$ cat config.mk
export PLATFORM = sky130hd
export DESIGN_NAME = pipe_hazard_ctrl_flat
export DESIGN_NICKNAME = d
export VERILOG_FILES = /design/src/rtl/pipe_hazard_ctrl_pkg.sv /design/src/rtl/pipe_hazard_ctrl_if.sv /design/src/rtl/pipe_hazard_ctrl_sat_counter.sv /design/src/rtl/pipe_hazard_ctrl.sv /design/src/flat_wrapper.sv
export SDC_FILE = /design/constraint.sdc
export NUM_CORES = 1
export LEC_CHECK = 0
export ABC_CLOCK_PERIOD_IN_PS = 2670
export CAP_MARGIN = 40
export CORE_MARGIN = 4
export CORE_UTILIZATION = 45
export CTS_CLUSTER_DIAMETER = 200
export DETAILED_ROUTE_END_ITERATION = 16
export HOLD_SLACK_MARGIN = 0.05
export PLACE_DENSITY = 0.8
export SLEW_MARGIN = 10
export SYNTH_ARGS = -nofsm -noshare
export SYNTH_HDL_FRONTEND = slang
export SYNTH_SLANG_ARGS = --single-unit
export TNS_END_PERCENT = 50
$ cat constraint.sdc
create_clock -name clk_i -period 2.67 [get_ports clk_i]
set_clock_uncertainty 0.1 [all_clocks]
set_input_delay 0.534 -clock clk_i [delete_from_list [all_inputs] [get_ports clk_i]]
set_output_delay 0.534 -clock clk_i [all_outputs]
set_load 0.005 [all_outputs]
$ cat src/rtl/pipe_hazard_ctrl_pkg.sv
// Shared types for the pipeline run-control block: sequencer states,
// the per-pipe-register control bundle and a few canned control patterns.
package cpu_pkg;

   typedef enum logic [1:0] {
      RUN    = 2'd0,
      HALTED = 2'd1,
      STEP   = 2'd2
   } state_t;

   localparam logic [4:0] REG_ZERO = 5'd0;

   // Write enable and bubble-insert bits for the four pipeline registers.
   // The PC write enable always tracks ifid_we, so it is derived, not stored.
   typedef struct packed {
      logic ifid_we;
      logic idex_we;
      logic exmem_we;
      logic memwb_we;
      logic ifid_flush;
      logic idex_flush;
      logic exmem_flush;
   } ctrl_t;

   // Whole pipe frozen: nothing is written, so nothing is flushed either.
   localparam ctrl_t CTRL_FREEZE = '{default: 1'b0};

   // Normal advance.
   localparam ctrl_t CTRL_RUN = '{ifid_we: 1'b1, idex_we: 1'b1, exmem_we: 1'b1,
                                  memwb_we: 1'b1, ifid_flush: 1'b0,
                                  idex_flush: 1'b0, exmem_flush: 1'b0};

   // Taken branch in MEM: the three younger instructions are wrong-path.
   localparam ctrl_t CTRL_SQUASH = '{ifid_we: 1'b1, idex_we: 1'b1, exmem_we: 1'b1,
                                     memwb_we: 1'b1, ifid_flush: 1'b1,
                                     idex_flush: 1'b1, exmem_flush: 1'b0 | 1'b1};

   // Load-use: hold PC and IF/ID, drop a bubble into ID/EX, let the load go on.
   localparam ctrl_t CTRL_BUBBLE = '{ifid_we: 1'b0, idex_we: 1'b1, exmem_we: 1'b1,
                                     memwb_we: 1'b1, ifid_flush: 1'b0,
                                     idex_flush: 1'b1, exmem_flush: 1'b0};

   // True when a source operand that is actually read matches a non-zero
   // destination ($0 is hardwired, so it never creates a dependency).
   function automatic logic src_hit(input logic [4:0] dst,
                                    input logic [4:0] src,
                                    input logic       uses);
      return uses && (dst == src) && (dst != REG_ZERO);
   endfunction

endpackage

$ cat src/rtl/pipe_hazard_ctrl_if.sv
// Signal bundle between the pipeline datapath (master) and the run-control
// sequencer (slave). Clock and reset stay outside as plain ports.
interface pipe_hazard_ctrl_if #(
   parameter int CNT_W = 16
) ();

   // Hazard detection inputs
   logic [4:0]       id_rs_i;
   logic [4:0]       id_rt_i;
   logic             id_uses_rs_i;
   logic             id_uses_rt_i;
   logic             ex_memread_i;
   logic [4:0]       ex_rd_i;
   logic             br_taken_i;
   logic             dmem_busy_i;

   // Debug and counter control
   logic             halt_req_i;
   logic             step_i;
   logic             resume_i;
   logic             clr_cnt_i;

   // Pipeline control outputs
   logic             pc_we_o;
   logic             ifid_we_o;
   logic             idex_we_o;
   logic             exmem_we_o;
   logic             memwb_we_o;
   logic             ifid_flush_o;
   logic             idex_flush_o;
   logic             exmem_flush_o;

   // Status
   logic             halted_o;
   logic [CNT_W-1:0] stall_cnt_o;
   logic [CNT_W-1:0] flush_cnt_o;

   modport master (
      output id_rs_i, id_rt_i, id_uses_rs_i, id_uses_rt_i,
             ex_memread_i, ex_rd_i, br_taken_i, dmem_busy_i,
             halt_req_i, step_i, resume_i, clr_cnt_i,
      input  pc_we_o, ifid_we_o, idex_we_o, exmem_we_o, memwb_we_o,
             ifid_flush_o, idex_flush_o, exmem_flush_o,
             halted_o, stall_cnt_o, flush_cnt_o
   );

   modport slave (
      input  id_rs_i, id_rt_i, id_uses_rs_i, id_uses_rt_i,
             ex_memread_i, ex_rd_i, br_taken_i, dmem_busy_i,
             halt_req_i, step_i, resume_i, clr_cnt_i,
      output pc_we_o, ifid_we_o, idex_we_o, exmem_we_o, memwb_we_o,
             ifid_flush_o, idex_flush_o, exmem_flush_o,
             halted_o, stall_cnt_o, flush_cnt_o
   );

endinterface

$ cat src/rtl/pipe_hazard_ctrl_sat_counter.sv
// Saturating up-counter with synchronous clear; holds at all-ones.
module sat_counter #(
   parameter int W = 16
) (
   input  logic         clk,
   input  logic         rst,
   input  logic         inc,
   input  logic         clr,
   output logic [W-1:0] cnt
);

   // Count register: reset and clear both win over an increment.
   always_ff @(posedge clk) begin
      // NOTE: state registers use non-blocking assignment so every flop
      // samples pre-edge values regardless of block evaluation order.
      if (rst || clr) begin
         cnt <= '0;
      end else if (inc && (cnt != {W{1'b1}})) begin
         cnt <= cnt + W'(1);
      end
   end

endmodule

$ cat src/rtl/pipe_hazard_ctrl.sv
// Stall/flush/run-control sequencer for the 5-stage pipeline: load-use
// bubbles, taken-branch squash, data-memory freeze, debug halt/step/resume
// and saturating stall/flush performance counters.
module pipe_hazard_ctrl
   import cpu_pkg::*;
#(
   parameter int CNT_W    = 16,
   parameter bit RST_HALT = 1'b0
) (
   input  logic               clk_i,
   input  logic               rst_i,
   pipe_hazard_ctrl_if.slave  bus
);

   localparam state_t RST_STATE = RST_HALT ? HALTED : RUN;

   state_t           state;
   state_t           state_nxt;
   logic             advance;
   logic             loaduse;
   ctrl_t            ctrl;
   logic             stall_inc;
   logic             flush_inc;
   logic [CNT_W-1:0] stall_cnt;
   logic [CNT_W-1:0] flush_cnt;

   // Sequencer state register.
   always_ff @(posedge clk_i) begin
      if (rst_i) begin
         state <= RST_STATE;
      end else begin
         state <= state_nxt;
      end
   end

   // Next-state logic: halt only from RUN, step/resume only from HALTED,
   // STEP retires after exactly one advancing cycle.
   always_comb begin
      // NOTE: every combinational output gets a default first so no path
      // leaves it unassigned and no latch is inferred.
      state_nxt = state;
      unique case (state)
         RUN: begin
            if (bus.halt_req_i) state_nxt = HALTED;
         end
         HALTED: begin
            if (bus.resume_i)    state_nxt = RUN;
            else if (bus.step_i) state_nxt = STEP;
         end
         STEP: begin
            if (!bus.dmem_busy_i) state_nxt = HALTED;
         end
         default: state_nxt = RST_STATE;
      endcase
   end

   // Pipe control in priority order: freeze, branch squash, load-use bubble,
   // normal run. A squashed load cannot cause a hazard, hence branch first.
   always_comb begin
      advance   = ((state == RUN) || (state == STEP)) && !bus.dmem_busy_i;
      loaduse   = bus.ex_memread_i &&
                  (src_hit(bus.ex_rd_i, bus.id_rs_i, bus.id_uses_rs_i) ||
                   src_hit(bus.ex_rd_i, bus.id_rt_i, bus.id_uses_rt_i));
      ctrl      = CTRL_FREEZE;
      stall_inc = 1'b0;
      flush_inc = 1'b0;
      if (rst_i) begin
         ctrl = CTRL_FREEZE;
      end else if (!advance) begin
         // Frozen by memory wait counts as a stall; sitting halted does not.
         stall_inc = (state != HALTED);
      end else if (bus.br_taken_i) begin
         ctrl      = CTRL_SQUASH;
         flush_inc = 1'b1;
      end else if (loaduse) begin
         ctrl      = CTRL_BUBBLE;
         stall_inc = 1'b1;
      end else begin
         ctrl = CTRL_RUN;
      end
   end

   sat_counter #(.W(CNT_W)) u_stall_cnt (
      .clk (clk_i),
      .rst (rst_i),
      .inc (stall_inc),
      .clr (bus.clr_cnt_i),
      .cnt (stall_cnt)
   );

   sat_counter #(.W(CNT_W)) u_flush_cnt (
      .clk (clk_i),
      .rst (rst_i),
      .inc (flush_inc),
      .clr (bus.clr_cnt_i),
      .cnt (flush_cnt)
   );

   assign bus.pc_we_o       = ctrl.ifid_we;
   assign bus.ifid_we_o     = ctrl.ifid_we;
   assign bus.idex_we_o     = ctrl.idex_we;
   assign bus.exmem_we_o    = ctrl.exmem_we;
   assign bus.memwb_we_o    = ctrl.memwb_we;
   assign bus.ifid_flush_o  = ctrl.ifid_flush;
   assign bus.idex_flush_o  = ctrl.idex_flush;
   assign bus.exmem_flush_o = ctrl.exmem_flush;
   assign bus.halted_o      = (state == HALTED);
   assign bus.stall_cnt_o   = stall_cnt;
   assign bus.flush_cnt_o   = flush_cnt;

endmodule
$ cat src/flat_wrapper.sv
// flat-port wrapper written by rule: the top's interface ports become plain ports
module pipe_hazard_ctrl_flat import cpu_pkg::*;
#(
   parameter int CNT_W    = 16,
   parameter bit RST_HALT = 1'b0
)
  (clk_i, rst_i, bus_id_rs_i, bus_id_rt_i, bus_id_uses_rs_i, bus_id_uses_rt_i, bus_ex_memread_i, bus_ex_rd_i, bus_br_taken_i, bus_dmem_busy_i, bus_halt_req_i, bus_step_i, bus_resume_i, bus_clr_cnt_i, bus_pc_we_o, bus_ifid_we_o, bus_idex_we_o, bus_exmem_we_o, bus_memwb_we_o, bus_ifid_flush_o, bus_idex_flush_o, bus_exmem_flush_o, bus_halted_o, bus_stall_cnt_o, bus_flush_cnt_o);
  pipe_hazard_ctrl_if #(.CNT_W(CNT_W)) bus_i ();
  input  logic clk_i;
  input  logic rst_i;
  input wire logic [$bits(bus_i.id_rs_i)-1:0] bus_id_rs_i;
  input wire logic [$bits(bus_i.id_rt_i)-1:0] bus_id_rt_i;
  input wire logic [$bits(bus_i.id_uses_rs_i)-1:0] bus_id_uses_rs_i;
  input wire logic [$bits(bus_i.id_uses_rt_i)-1:0] bus_id_uses_rt_i;
  input wire logic [$bits(bus_i.ex_memread_i)-1:0] bus_ex_memread_i;
  input wire logic [$bits(bus_i.ex_rd_i)-1:0] bus_ex_rd_i;
  input wire logic [$bits(bus_i.br_taken_i)-1:0] bus_br_taken_i;
  input wire logic [$bits(bus_i.dmem_busy_i)-1:0] bus_dmem_busy_i;
  input wire logic [$bits(bus_i.halt_req_i)-1:0] bus_halt_req_i;
  input wire logic [$bits(bus_i.step_i)-1:0] bus_step_i;
  input wire logic [$bits(bus_i.resume_i)-1:0] bus_resume_i;
  input wire logic [$bits(bus_i.clr_cnt_i)-1:0] bus_clr_cnt_i;
  output wire logic [$bits(bus_i.pc_we_o)-1:0] bus_pc_we_o;
  output wire logic [$bits(bus_i.ifid_we_o)-1:0] bus_ifid_we_o;
  output wire logic [$bits(bus_i.idex_we_o)-1:0] bus_idex_we_o;
  output wire logic [$bits(bus_i.exmem_we_o)-1:0] bus_exmem_we_o;
  output wire logic [$bits(bus_i.memwb_we_o)-1:0] bus_memwb_we_o;
  output wire logic [$bits(bus_i.ifid_flush_o)-1:0] bus_ifid_flush_o;
  output wire logic [$bits(bus_i.idex_flush_o)-1:0] bus_idex_flush_o;
  output wire logic [$bits(bus_i.exmem_flush_o)-1:0] bus_exmem_flush_o;
  output wire logic [$bits(bus_i.halted_o)-1:0] bus_halted_o;
  output wire logic [$bits(bus_i.stall_cnt_o)-1:0] bus_stall_cnt_o;
  output wire logic [$bits(bus_i.flush_cnt_o)-1:0] bus_flush_cnt_o;
  assign bus_i.id_rs_i = bus_id_rs_i;
  assign bus_i.id_rt_i = bus_id_rt_i;
  assign bus_i.id_uses_rs_i = bus_id_uses_rs_i;
  assign bus_i.id_uses_rt_i = bus_id_uses_rt_i;
  assign bus_i.ex_memread_i = bus_ex_memread_i;
  assign bus_i.ex_rd_i = bus_ex_rd_i;
  assign bus_i.br_taken_i = bus_br_taken_i;
  assign bus_i.dmem_busy_i = bus_dmem_busy_i;
  assign bus_i.halt_req_i = bus_halt_req_i;
  assign bus_i.step_i = bus_step_i;
  assign bus_i.resume_i = bus_resume_i;
  assign bus_i.clr_cnt_i = bus_clr_cnt_i;
  assign bus_pc_we_o = bus_i.pc_we_o;
  assign bus_ifid_we_o = bus_i.ifid_we_o;
  assign bus_idex_we_o = bus_i.idex_we_o;
  assign bus_exmem_we_o = bus_i.exmem_we_o;
  assign bus_memwb_we_o = bus_i.memwb_we_o;
  assign bus_ifid_flush_o = bus_i.ifid_flush_o;
  assign bus_idex_flush_o = bus_i.idex_flush_o;
  assign bus_exmem_flush_o = bus_i.exmem_flush_o;
  assign bus_halted_o = bus_i.halted_o;
  assign bus_stall_cnt_o = bus_i.stall_cnt_o;
  assign bus_flush_cnt_o = bus_i.flush_cnt_o;
  pipe_hazard_ctrl #(.CNT_W(CNT_W), .RST_HALT(RST_HALT)) u_core (.clk_i(clk_i), .rst_i(rst_i), .bus(bus_i));
endmodule
==> results.md, run 1 <==
- The floorplan step set the die height to 72.8 microns.
- The area of the multi-input gates is 0.00119 sq mm.
- The cell with the most instances on the worst path is sky130_fd_sc_hd__buf_4.
- The highest ir drop seen on vdd is 0.346 mV.
- The number of nets in the synthesized netlist is 255.
- Once detail routing completed, the nets flagged for antenna violations numbered 0.
- In the routed design, unresolved DRC markers number 0.
- The average wire length per cell after detail routing is 14.5 microns.
- The worst register-to-register path ends at u_core.u_stall_cnt.cnt[9]$_SDFFE_PP0P_.
- The internal reg-to-reg setup slack is 0.61 ns.
- The first global-routing pass estimated 8760 microns of wire.
- Measured in cells, the most critical reg-to-reg path has a length of 8.
- Entering global routing, the biggest net connects 29 pins.
- For this run, the register share of the synthesized area comes to 0.360.
- The post-route non-filler standard cell count is 370.
- The count of warnings emitted by yosys is 0.
- Synthesis produced a netlist whose cell count is 227.
- The share of total power dissipated in combinational logic is 0.164.
- The hold violation count in the final report came to 0.
- Summed over all cells, the static leakage comes to 1.05 nW.
- In this run the worst path has a maximum fanout of 2.
- The clock net sink count is 34.
- The deepest clock path buffer count is 2.
- For this design the total switching power over the nets is 0.242 mW.
- Row generation in the floorplan step produced 23 rows.
- Relative to the synthesized area, the layout overhead comes to 55.2%.
- The cell area after placement is 0.00273 sq mm.
- The start-to-end type of the worst setup path is in -> out.
- The final clock period utilization by the worst path is 0.995.
- The number of top-level pins is 67.
- For the pin with the worst max-slew slack, the measured transition is 0.362 ns.
- The CTS root buffer is sky130_fd_sc_hd__clkbuf_8.
- The final standard cell area without fillers is 0.00293 sq mm.
- The most common cell after layout, fill and taps aside is sky130_fd_sc_hd__clkdlybuf4s50_1.
- The detailed router finished its first iteration with 40 violations.
- In this run the mean area of a mapped cell was 8.32 sq um.
- Of the total power, the share spent switching nets is 0.235.
- The count of cell types in the netlist is 42.
- The count of input and output buffers is 66.
- Yosys mapped a number of flops with a built-in enable equal to 0.
- After clock tree synthesis, the clock-pin slew on the worst setup and hold paths is 0.06 ns.
- The element type at the critical path start is an input pin.
- The worst hold path was traced through 2 stages.
- The number of antenna violations at the first check in global routing is 0.
- The final layout contains routed wiring with a total length of 5360 microns.
- The count of antenna diodes in the layout is 0.
- In the global route stage, overall resource usage came out at 0.204.
- The TritonCTS clock tree is yes.
- The count of endpoints failing setup in the final report is 0.
- The via density per instance is 5.36.
- The total number of vias is 1984.
- The last weighted congestion value of the routability-driven placer is 0.839.
- Dividing total power by cell area gives a power density of 351 mW/mm^2.
- The initial utilization of the core area, before any placement, comes to 0.469.
- The critical-path cell with the highest stage delay is sky130_fd_sc_hd__dlygate4sd2_1.
- At the later pin of the worst-skew pair, clock insertion delay measures 0.28 ns.
- The flow ran to the end, and the final reports show no timing, DRC or antenna violations.
- For this run, the detailed router's first-pass iteration total came to 4.
- The H-tree was split into 2 levels.
- Across the run, the number of max-cap violations was 0.
- The fraction of synthesis flops using an asynchronous set or reset pin is 0.
- The highest clock rate is 377 MHz.
- Headroom to the max-slew limit came out at 0.755.
- For this run the aggregate overflow at the end of global routing stands at 0.
- The placed wire-length estimate is 3850 microns.
- Summing all flip-flop and latch instances after layout gives 681 sq um.
- The area of the placeable core is 0.00403 sq mm.
- The most used flip-flop cell after synthesis is sky130_fd_sc_hd__dfxtp_1.
- The share of total power dissipated in sequential elements is 0.499.
- The launch point of the worst reg-to-reg path is u_core.u_stall_cnt.cnt[0]$_SDFFE_PP0P_.
- In this run, placement finished with an instance count of 356.
- The portion of total power attributed to the clock network is 0.337.
- Walking the worst path, the cells encountered are dlygate4sd2_1, buf_4, xnor2_2, nand4_1, o22a_1, buf_4, nor2_1, o21a_1, clkdlybuf4s15_2.
- The net count of the finished layout is 348.
- The number of global-route vias before repair is 1972.
- The start point of the worst min-delay path is u_core.u_stall_cnt.cnt[9]$_SDFFE_PP0P_.
- The completed layout was analyzed and its total power is 1.03 mW.
- At the worst endpoint, the required time is 2.04 ns.
- The post-synthesis instance area is 0.00189 sq mm.
- The flop and latch count out of synthesis is 34.
- Of the cells placed in the final design, the portion with a size suffix greater than 1 is 0.169.
- For hold timing, the worst endpoint is u_core.u_stall_cnt.cnt[9]$_SDFFE_PP0P_.
- The clock period minus final worst setup slack is 2.66 ns.
- Buffers inserted during clock tree synthesis total 5.
- In the layout the commonest cells are sky130_fd_sc_hd__clkdlybuf4s50_1, sky130_fd_sc_hd__dfxtp_1, sky130_fd_sc_hd__nor2_1.
- The delay of the slowest cell on the worst path is 0.25 ns.
- The data arrival time of the worst path is 2.02 ns.
- The layout has 338 filler cells.
- In this run the horizontal extent of the chip is 72.8 microns.
- The overall die area is 0.00530 sq mm.
- The nature of the critical path endpoint is a primary output.
- The type of the worst min-delay path is reg -> reg.
- The count of final max-slew check failures was 0.
- The internal portion of total power is 0.788 mW.
synth_stat cells (2+ instances only):
master / count / area, sq um
sky130_fd_sc_hd__a21o_1: 2 / 15.0
sky130_fd_sc_hd__nor3_2: 2 / 20.0
sky130_fd_sc_hd__or4_1: 2 / 15.0
sky130_fd_sc_hd__o311ai_1: 2 / 17.5
sky130_fd_sc_hd__xnor2_1: 18 / 158
sky130_fd_sc_hd__a21oi_1: 11 / 55.1
sky130_fd_sc_hd__nand3_1: 11 / 55.1
sky130_fd_sc_hd__ha_1: 2 / 25.0
sky130_fd_sc_hd__nand4_1: 11 / 68.8
sky130_fd_sc_hd__nor2_1: 31 / 116
sky130_fd_sc_hd__or3_1: 11 / 68.8
sky130_fd_sc_hd__nand2_1: 18 / 67.6
sky130_fd_sc_hd__nand3b_1: 2 / 15.0
sky130_fd_sc_hd__dfxtp_1: 34 / 681
sky130_fd_sc_hd__clkbuf_1: 3 / 11.3
sky130_fd_sc_hd__o21ai_1: 6 / 30.0
sky130_fd_sc_hd__nor4_1: 5 / 31.3
sky130_fd_sc_hd__buf_4: 4 / 30.0
sky130_fd_sc_hd__inv_1: 5 / 18.8
sky130_fd_sc_hd__nor3_1: 2 / 10.0
sky130_fd_sc_hd__a21oi_2: 5 / 43.8
sky130_fd_sc_hd__o21ai_0: 7 / 35.0
sky130_fd_sc_hd__o21a_1: 4 / 30.0
sky130_fd_sc_hd__o31a_1: 3 / 26.3
sky130_fd_sc_hd__mux2i_1: 2 / 20.0
sky130_fd_sc_hd__xor2_1: 8 / 70.1
layout make-up:
class	instances	area share
flip-flops and latches	34	0.232
multi-input cells	180	0.407
inverters	5	0.00640
clock buffers	7	0.0260
repair buffers	94	0.308
well taps	50	0.0213
power groups by stage:
| stage | clock network (mW) | registers [mW] | logic [mW] |
|---|---|---|---|
| after CTS | 0.358 | 0.514 | 0.155 |
| after global placement | 0 | 0.525 | 0.151 |
| after global routing | 0.374 | 0.514 | 0.182 |
| final | 0.347 | 0.514 | 0.169 |
| after floorplan | 0 | 0.524 | 0.0625 |
| after detailed placement | 0 | 0.525 | 0.154 |
how the worst max path moves through the flow:
stage / cells after the start / to / slack, ns / from
after detailed placement: 6 / bus_idex_flush_o / -0.41 / bus_ex_rd_i[1]
after CTS: 6 / bus_ifid_we_o / -0.02 / bus_id_rt_i[0]
after global placement: 5 / bus_ifid_we_o / -0.36 / bus_ex_rd_i[1]
after floorplan: 4 / bus_pc_we_o / 0.48 / bus_ex_rd_i[1]
final: 9 / bus_idex_flush_o / 0.01 / bus_ex_rd_i[1]
after global routing: 9 / bus_idex_flush_o / -0.05 / bus_ex_rd_i[1]
layer usage:
metal,GRT usage,routed length [microns],up-vias
li1,-,-,1002
met1,0.247,2310,918
met2,0.366,2690,59
met3,0.0482,335,5
met4,0.0410,28,0
met5,0,0,-
sequential cells by signal, summed over array words and instances, names as in the netlist:
signal / count
u_core.state: 2
u_core.u_stall_cnt.cnt: 16
u_core.u_flush_cnt.cnt: 16
worst max-delay path: cells and delay by family:
kind	cells	cell delay, ns
AND/OR/NAND/NOR	2	0.25
AO/OA/AOI/OAI	2	0.36
buffers and inverters	4	0.74
XOR/XNOR	1	0.14
repair_timing:
item	4_1_cts	5_1_grt
pin swaps	7	11
hold buffers	0	0
setup buffers	5	2
gates resized for setup	14	18
setup endpoints to repair	5	8
through the flow:
stage	setup slack (ns)	setup TNS [ns]	utilization	hold slack [ns]
2_1_floorplan	0.479	0	-	0.373
3_3_place_gp	-0.355	-1.65	0.678	0.383
3_5_place_dp	-0.409	-2.20	0.678	0.394
4_1_cts	-0.0247	-0.0522	0.704	0.404
5_1_grt	-0.0498	-0.0649	0.728	0.414
6_report	0.0143	0	0.728	0.401
logic make-up after synthesis:
family,share of synthesized area
buf+inv,0.0377
simple gates,0.281
compound gates,0.170
flops,0.360
fa+ha+maj,0.0132
xor+xnor,0.121
mux,0.0166
Power figures use the tool's default switching activity.
==> run 2, diff against run 1 <==
==> constraint.sdc (replaced) <==
create_clock -name clk_i -period 2.67 [get_ports clk_i]
set_clock_uncertainty 0.1 [all_clocks]
set_input_delay 0.534 -clock clk_i [delete_from_list [all_inputs] [get_ports clk_i]]
set_output_delay 0.534 -clock clk_i [all_outputs]
set_load 0.01 [all_outputs]
==> results.md, run 2 (synthesis gave the netlist of run 1 again) <==
- The total number of H-tree levels is 2 (unchanged).
- In this run the critical register-to-register path is launched from u_core.u_stall_cnt.cnt[0]$_SDFFE_PP0P_.
- The largest registers in the layout are u_core.u_flush_cnt.cnt x16, u_core.u_stall_cnt.cnt x16, u_core.state x2.
- The CTS buffer count is 5 (unchanged).
- Leaving out fill and tap cells, the most frequent cell in the layout is sky130_fd_sc_hd__clkdlybuf4s50_1.
- The number of global-route vias before repair is 1920 (-2.6%).
- The critical-path cell with the highest stage delay is sky130_fd_sc_hd__clkdlybuf4s50_1.
- The number of hold buffers added after CTS is 0 (unchanged).
- The total number of vias is 1965 (-0.96%).
- The portion of total power attributed to the clock network is 0.340 (+0.003).
- The hold violation count in the final report was 0 (unchanged).
- The placed instance count came to 356 (unchanged).
- The count of antenna diodes in the layout is 0 (unchanged).
- The net count reported at finish is 346 (-0.57%).
- The via density per instance came to 5.34 (-0.42%).
- The post-detailed-route DRC marker count was 0 (unchanged).
- Leaving out fill and tap cells, the most frequent cells in the layout are sky130_fd_sc_hd__clkdlybuf4s50_1, sky130_fd_sc_hd__dfxtp_1, sky130_fd_sc_hd__nor2_1.
- TritonCTS built the clock tree.
- The start-to-end type of the worst setup path is in -> out.
- The flow ran to the end, and the final reports show no timing, DRC or antenna violations.
- The slew of the pin with the lowest slew margin was 0.414 ns (+0.0514 ns).
- The insertion delay of the later-clocked pin in the worst-skew pair is 0.28 ns (about the same).
- The net switching component of the power is 0.237 mW (-2.2%).
- The switching power share of the total was 0.233 (-0.00251).
- The placed wire-length estimate is 3890 microns (+0.83%).
- The average wire length per cell after detail routing came to 14.0 microns (-3.5%).
- The part of the total power dissipated in sequential elements is 0.505 (+0.006).
- The deepest clock path buffer count is 2 (unchanged).
- The power per cell area came to 358 mW/mm^2 (+2.0%).
- The global-route total usage across every layer is 0.197 (-0.00647).
- The highest clock rate came to 384 MHz (+1.9%).
- The data required time at the worst endpoint is 2.04 ns (about the same).
- The final clock period utilization by the worst path is 0.976 (-0.0184).
- The number of buffer and inverter instances along the worst setup path is 2 (-2).
- The worst hold path begins at u_core.u_stall_cnt.cnt[9]$_SDFFE_PP0P_.
- Tracing the worst setup path back leads to its startpoint at bus_id_rt_i[2].
- The element type at the critical path start is an input pin.
- The synthesis-to-layout area growth is 50.5%.
- The number of antenna violations at the first check in global routing was 0 (unchanged).
- The number of top-level pins is 67 (unchanged).
- The nature of the critical path endpoint is a primary output.
- The clock transition time at the flip-flop clock pins of the worst setup and hold paths is 0.06 ns (about the same).
- The clock period minus final worst setup slack is 2.61 ns (-0.0491 ns).
- The number of nets with antenna violations after detailed routing is 0 (unchanged).
- The worst max-slew margin expressed relative to the limit is 0.722 (-0.0326).
- The share of power burned in combinational logic is 0.156 (-0.008).
- The internal portion of total power is 0.781 mW (-0.85%).
- The fraction of layout cells with a size suffix above 1 is 0.157 (-0.0115).
- The max-cap violation count came to 0 (unchanged).
- The count of endpoints failing setup in the final report is 0 (unchanged).
- The cell row count is 23 (unchanged).
- The number of iterations in the first detailed-routing pass came to 4 (unchanged).
- The violation count after the first detailed-route iteration is 53 (+33%).
- The delay of the slowest cell on the worst path is 0.50 ns (+0.25 ns).
- The count of final max-slew check failures came to 0 (unchanged).
- The count of input and output buffers is 66 (unchanged).
- The global-route congestion overflow total is 0 (unchanged).
- The overall die area is 0.00530 sq mm (unchanged).
- The total of fill cells in the finished design is 354 (+4.7%).
- The pin count of the biggest net entering global routing is 29 (unchanged).
- The last weighted congestion value of the routability-driven placer was 0.837 (-0.21%).
- The effective utilization at floorplan is 0.469 (unchanged).
- The highest ir drop seen on vdd was 0.389 mV (+12%).
- The highest net fanout along the worst path is 3 (+1).
- The CTS root buffer is sky130_fd_sc_hd__clkbuf_8.
- The accumulated negative setup slack is 0 ns (unchanged).
- The data arrival time of the worst path is 1.97 ns (-0.05 ns).
- The category of cells accounting for the largest share of critical-path delay is buffers and inverters.
- The width of the die is 72.8 microns (unchanged).
- The post-detailed-routing wire length came to 5150 microns (-4.0%).
- The cell leakage power is 0.957 nW (-8.7%).
- The tightest min-delay check is of the reg -> reg type.
- The area of the placeable core came to 0.00403 sq mm (unchanged).
- The post-route non-filler standard cell count is 368 (-0.54%).
- Traced cell by cell, the critical path runs through clkdlybuf4s50_1, xnor2_1, nand4_1, o22a_1, o31a_1, buf_2.
- The clock net sink count was 34 (unchanged).
- The die boundary height is 72.8 microns (unchanged).
- The first-pass GRT wire length came to 8440 microns (-3.7%).
## run 2: cell count changes in the layout (fill, tap and decap cells not counted), moves of 2 or more
| cell | delta |
|---|---|
| sky130_fd_sc_hd__dlygate4sd2_1 | -3 |
| sky130_fd_sc_hd__xnor2_1 | +5 |
| sky130_fd_sc_hd__clkdlybuf4s50_1 | +7 |
| sky130_fd_sc_hd__buf_2 | +3 |
| sky130_fd_sc_hd__dlymetal6s2s_1 | -5 |
| sky130_fd_sc_hd__buf_6 | -2 |
| sky130_fd_sc_hd__xnor2_2 | -5 |
## run 2: routing by layer
metal | vias up | global-route usage | wire length (microns)
met4 | 0 | 0.0553 | 65
met3 | 9 | 0.0592 | 401
met2 | 55 | 0.342 | 2480
li1 | 993 | - | -
met1 | 908 | 0.236 | 2200
met5 | - | 0 | 0
## run 2: final timing paths
kind,end,slack [ns],cells past startpoint
hold / removal,u_core.u_stall_cnt.cnt[9]$_SDFFE_PP0P_,0.40,2
hold reg to reg,u_core.u_stall_cnt.cnt[9]$_SDFFE_PP0P_,0.40,2
setup / recovery,bus_ifid_we_o,0.06,6
setup reg to reg,u_core.u_stall_cnt.cnt[9]$_SDFFE_PP0P_,0.60,8
## run 2: power groups by stage
stage                     clock [mW]  combinational [mW]  sequential [mW]
after global placement             0               0.154            0.525
final                          0.346               0.158            0.514
after global routing           0.373               0.171            0.514
after detailed placement           0               0.157            0.525
after floorplan                    0              0.0655            0.525
after CTS                      0.357               0.158            0.514
## run 2: repair_timing
action,CTS,global route
setup buffers,3,2
endpoints found under the setup margin,5,6
gates resized for setup,19,5
pin swaps,6,7
## run 2: area by class of cell
type,count,area (sq um),share of cell area
multi-input cells,180,1150,0.404
repair buffers,92,855,0.301
flip-flops and latches,34,681,0.239
clock buffers,7,76.3,0.0268
well taps,50,62.6,0.0220
inverters,5,18.8,0.00660
## run 2: tightest hold or removal path: stages (launching register included)
cell and delay, ns:
sky130_fd_sc_hd__dfxtp_1 0.33, sky130_fd_sc_hd__o31ai_1 0.07, sky130_fd_sc_hd__a21oi_1 0.06
## run 2: stage by stage
stage	power (mW)	area (sq um)	hold slack [ns]	setup WS, ns	util
after floorplan	0.590	1890	0.380	0.416	-
after global placement	0.679	2730	0.383	-0.391	0.678
after detailed placement	0.682	2730	0.392	-0.454	0.678
after CTS	1.03	2820	0.400	0.00740	0.701
after global routing	1.06	2840	0.414	-0.000567	0.706
final	1.02	2840	0.400	0.0634	0.706
==> run 3, diff against run 2 <==
--- a/config.mk
+++ b/config.mk
@@ -13,6 +13,7 @@
 export DETAILED_ROUTE_END_ITERATION = 16
 export HOLD_SLACK_MARGIN = 0.05
 export PLACE_DENSITY = 0.8
+export REMOVE_ABC_BUFFERS = 1
 export SLEW_MARGIN = 10
 export SYNTH_ARGS = -nofsm -noshare
 export SYNTH_HDL_FRONTEND = slang
==> results.md, run 3 (synthesis gave the netlist of run 1 again) <==
- The number of top-level pins came to 67 (unchanged).
- The cell row count is 23 (unchanged).
- In this run the critical register-to-register path is launched from u_core.u_stall_cnt.cnt[0]$_SDFFE_PP0P_.
- The start point of the worst min-delay path is u_core.u_flush_cnt.cnt[1]$_SDFFE_PP0P_.
- Compared with the post-synthesis result, the final layout area differs by 56.7%.
- The highest net fanout along the worst path was 2 (-1).
- The nature of the critical path endpoint is a primary output.
- The average wire length per cell after detail routing was 15.4 microns (+10%).
- The clock net sink count is 34 (unchanged).
- The count of endpoints failing setup in the final report was 0 (unchanged).
- The highest ir drop seen on vdd is 0.449 mV (+15%).
- The cell leakage power is 1.03 nW (+7.6%).
- The count of input and output buffers is 66 (unchanged).
- TritonCTS built the clock tree.
- The net switching component of the power came to 0.275 mW (+16%).
- The deepest clock path buffer count is 2 (unchanged).
- Setup repair after global routing left no endpoint under its margin.
- The internal reg-to-reg setup slack is 0.58 ns (-0.02 ns).
- The clock transition time at the flip-flop clock pins of the worst setup and hold paths is 0.07 ns (about the same).
- The net count reported at finish came to 348 (+0.58%).
- The highest clock rate is 384 MHz (+0.11%).
- The power per cell area was 432 mW/mm^2 (+21%).
- The setup slack after placement is -0.455 ns (-0.000659 ns).
- The post-detailed-route DRC marker count is 0 (unchanged).
- The count of antenna diodes in the layout came to 0 (unchanged).
- The fraction of layout cells with a size suffix above 1 was 0.196 (+0.0390).
- The post-detailed-routing wire length is 5710 microns (+11%).
- The global-route congestion overflow total is 0 (unchanged).
- The number of nets with antenna violations after detailed routing is 0 (unchanged).
- The flow ran to the end, and the final reports show no timing, DRC or antenna violations.
- The violation count after the first detailed-route iteration came to 47 (-11%).
- The number of antenna violations at the first check in global routing was 0 (unchanged).
- The first element of the critical path is bus_ex_rd_i[1].
- The number of hold buffers added after CTS is 0 (unchanged).
- The insertion delay of the later-clocked pin in the worst-skew pair is 0.29 ns (about the same).
- The overall die area came to 0.00530 sq mm (unchanged).
- The slew of the pin with the lowest slew margin is 0.447 ns (+0.0332 ns).
- The width of the die came to 72.8 microns (unchanged).
- The number of global-route vias before repair came to 2017 (+5.1%).
- The die boundary height is 72.8 microns (unchanged).
- The worst max-slew margin expressed relative to the limit came to 0.702 (-0.0200).
- In the final layout, the registers with the most flip-flops are u_core.u_flush_cnt.cnt x16, u_core.u_stall_cnt.cnt x16, u_core.state x2.
- The clock period minus final worst setup slack came to 2.60 ns (-0.00275 ns).
- The last weighted congestion value of the routability-driven placer is 0.893 (+6.7%).
- The total number of H-tree levels is 2 (unchanged).
- The global-route total usage across every layer is 0.224 (+0.0265).
- The hold violation count in the final report is 0 (unchanged).
- The final clock period utilization by the worst path is 0.975 (-0.00103).
- The CTS root buffer is sky130_fd_sc_hd__clkbuf_8.
- The final standard cell area without fillers was 0.00296 sq mm (+4.1%).
- The total of fill cells in the finished design is 336 (-5.1%).
- The data required time at the worst endpoint came to 2.04 ns (about the same).
- STA classifies the critical path startpoint as an input pin.
- The pin count of the biggest net entering global routing is 29 (unchanged).
- The count of final max-slew check failures is 0 (unchanged).
- The type of the worst min-delay path is reg -> reg.
- The total number of vias was 2048 (+4.2%).
- The accumulated negative setup slack came to 0 ns (unchanged).
- The final worst setup slack is 0.0661 ns (+0.00275 ns).
- The max-cap violation count is 0 (unchanged).
- The switching power share of the total was 0.215 (-0.0178).
- In the layout the commonest cells are sky130_fd_sc_hd__clkdlybuf4s50_1, sky130_fd_sc_hd__dfxtp_1, sky130_fd_sc_hd__nor2_1.
- The first-pass GRT wire length is 9330 microns (+11%).
- The internal portion of total power was 1.00 mW (+28%).
- The worst setup path is of the in -> out kind.
- The cell area after placement came to 0.00273 sq mm (unchanged).
- The area of the placeable core is 0.00403 sq mm (unchanged).
- The placed wire-length estimate came to 3930 microns (+1.2%).
- The share of power burned in combinational logic is 0.133 (-0.023).
- The CTS buffer count came to 5 (unchanged).
- The library cell used most frequently in the layout, excluding fill and tap cells, is sky130_fd_sc_hd__clkdlybuf4s50_1.
- The hold slack was 0.398 ns (-0.00195 ns).
- The part of the total power dissipated in sequential elements is 0.402 (-0.103).
- The portion of total power attributed to the clock network was 0.465 (+0.125).
- The via density per instance is 5.52 (+3.4%).
- The effective utilization at floorplan came to 0.469 (unchanged).
- The data arrival time of the worst path is 1.97 ns (about the same).
- The number of iterations in the first detailed-routing pass is 4 (unchanged).
-- run 3: cell types whose count changed in the layout (fill, tap and decap cells not counted), sizes merged --
cell	delta
clkdlybuf4s50	-8
clkbuf	+2
bufinv	+2
buf	+2
dlygate4sd2	+4
clkdlybuf4s15	+1
-- run 3: final timing paths --
check,endpoint,cells after the start
max,bus_ifid_we_o,8
min,u_core.u_flush_cnt.cnt[1]$_SDFFE_PP0P_,2
max reg2reg,u_core.u_stall_cnt.cnt[9]$_SDFFE_PP0P_,8
min reg2reg,u_core.u_flush_cnt.cnt[1]$_SDFFE_PP0P_,2
-- run 3: cell type report --
type | instances | area, sq um | area share
Timing Repair Buffer | 94 | 853 | 0.288
Inverter | 5 | 18.8 | 0.00634
Tap cell | 50 | 62.6 | 0.0211
Clock inverter | 2 | 60.1 | 0.0203
Clock buffer | 6 | 82.6 | 0.0279
Sequential cell | 34 | 681 | 0.230
Multi-Input combinational cell | 180 | 1200 | 0.406
-- run 3: repair_timing --
action,4_1_cts,5_1_grt
gates resized for setup,32,16
hold endpoints to repair,0,0
endpoints found under the setup margin,5,15
buffers inserted,5,3
pin swaps,9,11
-- run 3: critical path: stages --
cell	delay, ns
sky130_fd_sc_hd__dlygate4sd2_1	0.25
sky130_fd_sc_hd__buf_4	0.14
sky130_fd_sc_hd__xnor2_1	0.14
sky130_fd_sc_hd__nand4_1	0.12
sky130_fd_sc_hd__o22a_1	0.22
sky130_fd_sc_hd__buf_4	0.14
sky130_fd_sc_hd__o31a_1	0.26
sky130_fd_sc_hd__buf_2	0.15
-- run 3: per-stage QoR --
step	utilization	cells	power, mW
2_1_floorplan	-	219	0.582
4_1_cts	0.726	369	1.27
3_3_place_gp	0.678	356	0.679
6_report	0.735	371	1.28
5_1_grt	0.735	371	1.32
3_5_place_dp	0.678	356	0.680
-- run 3: metal layers --
metal	routed length (microns)	part of all wire	track usage
met5	0	0	0
met4	149	0.026	0.0861
met3	395	0.069	0.0675
met2	2750	0.48	0.382
met1	2420	0.42	0.262
-- run 3: power groups by stage --
stage | Clock [mW] | Combinational, mW | Sequential, mW
global placement | 0 | 0.154 | 0.525
floorplan | 0 | 0.0578 | 0.525
CTS | 0.594 | 0.161 | 0.514
detailed placement | 0 | 0.156 | 0.525
global route | 0.620 | 0.182 | 0.514
finish | 0.595 | 0.170 | 0.513
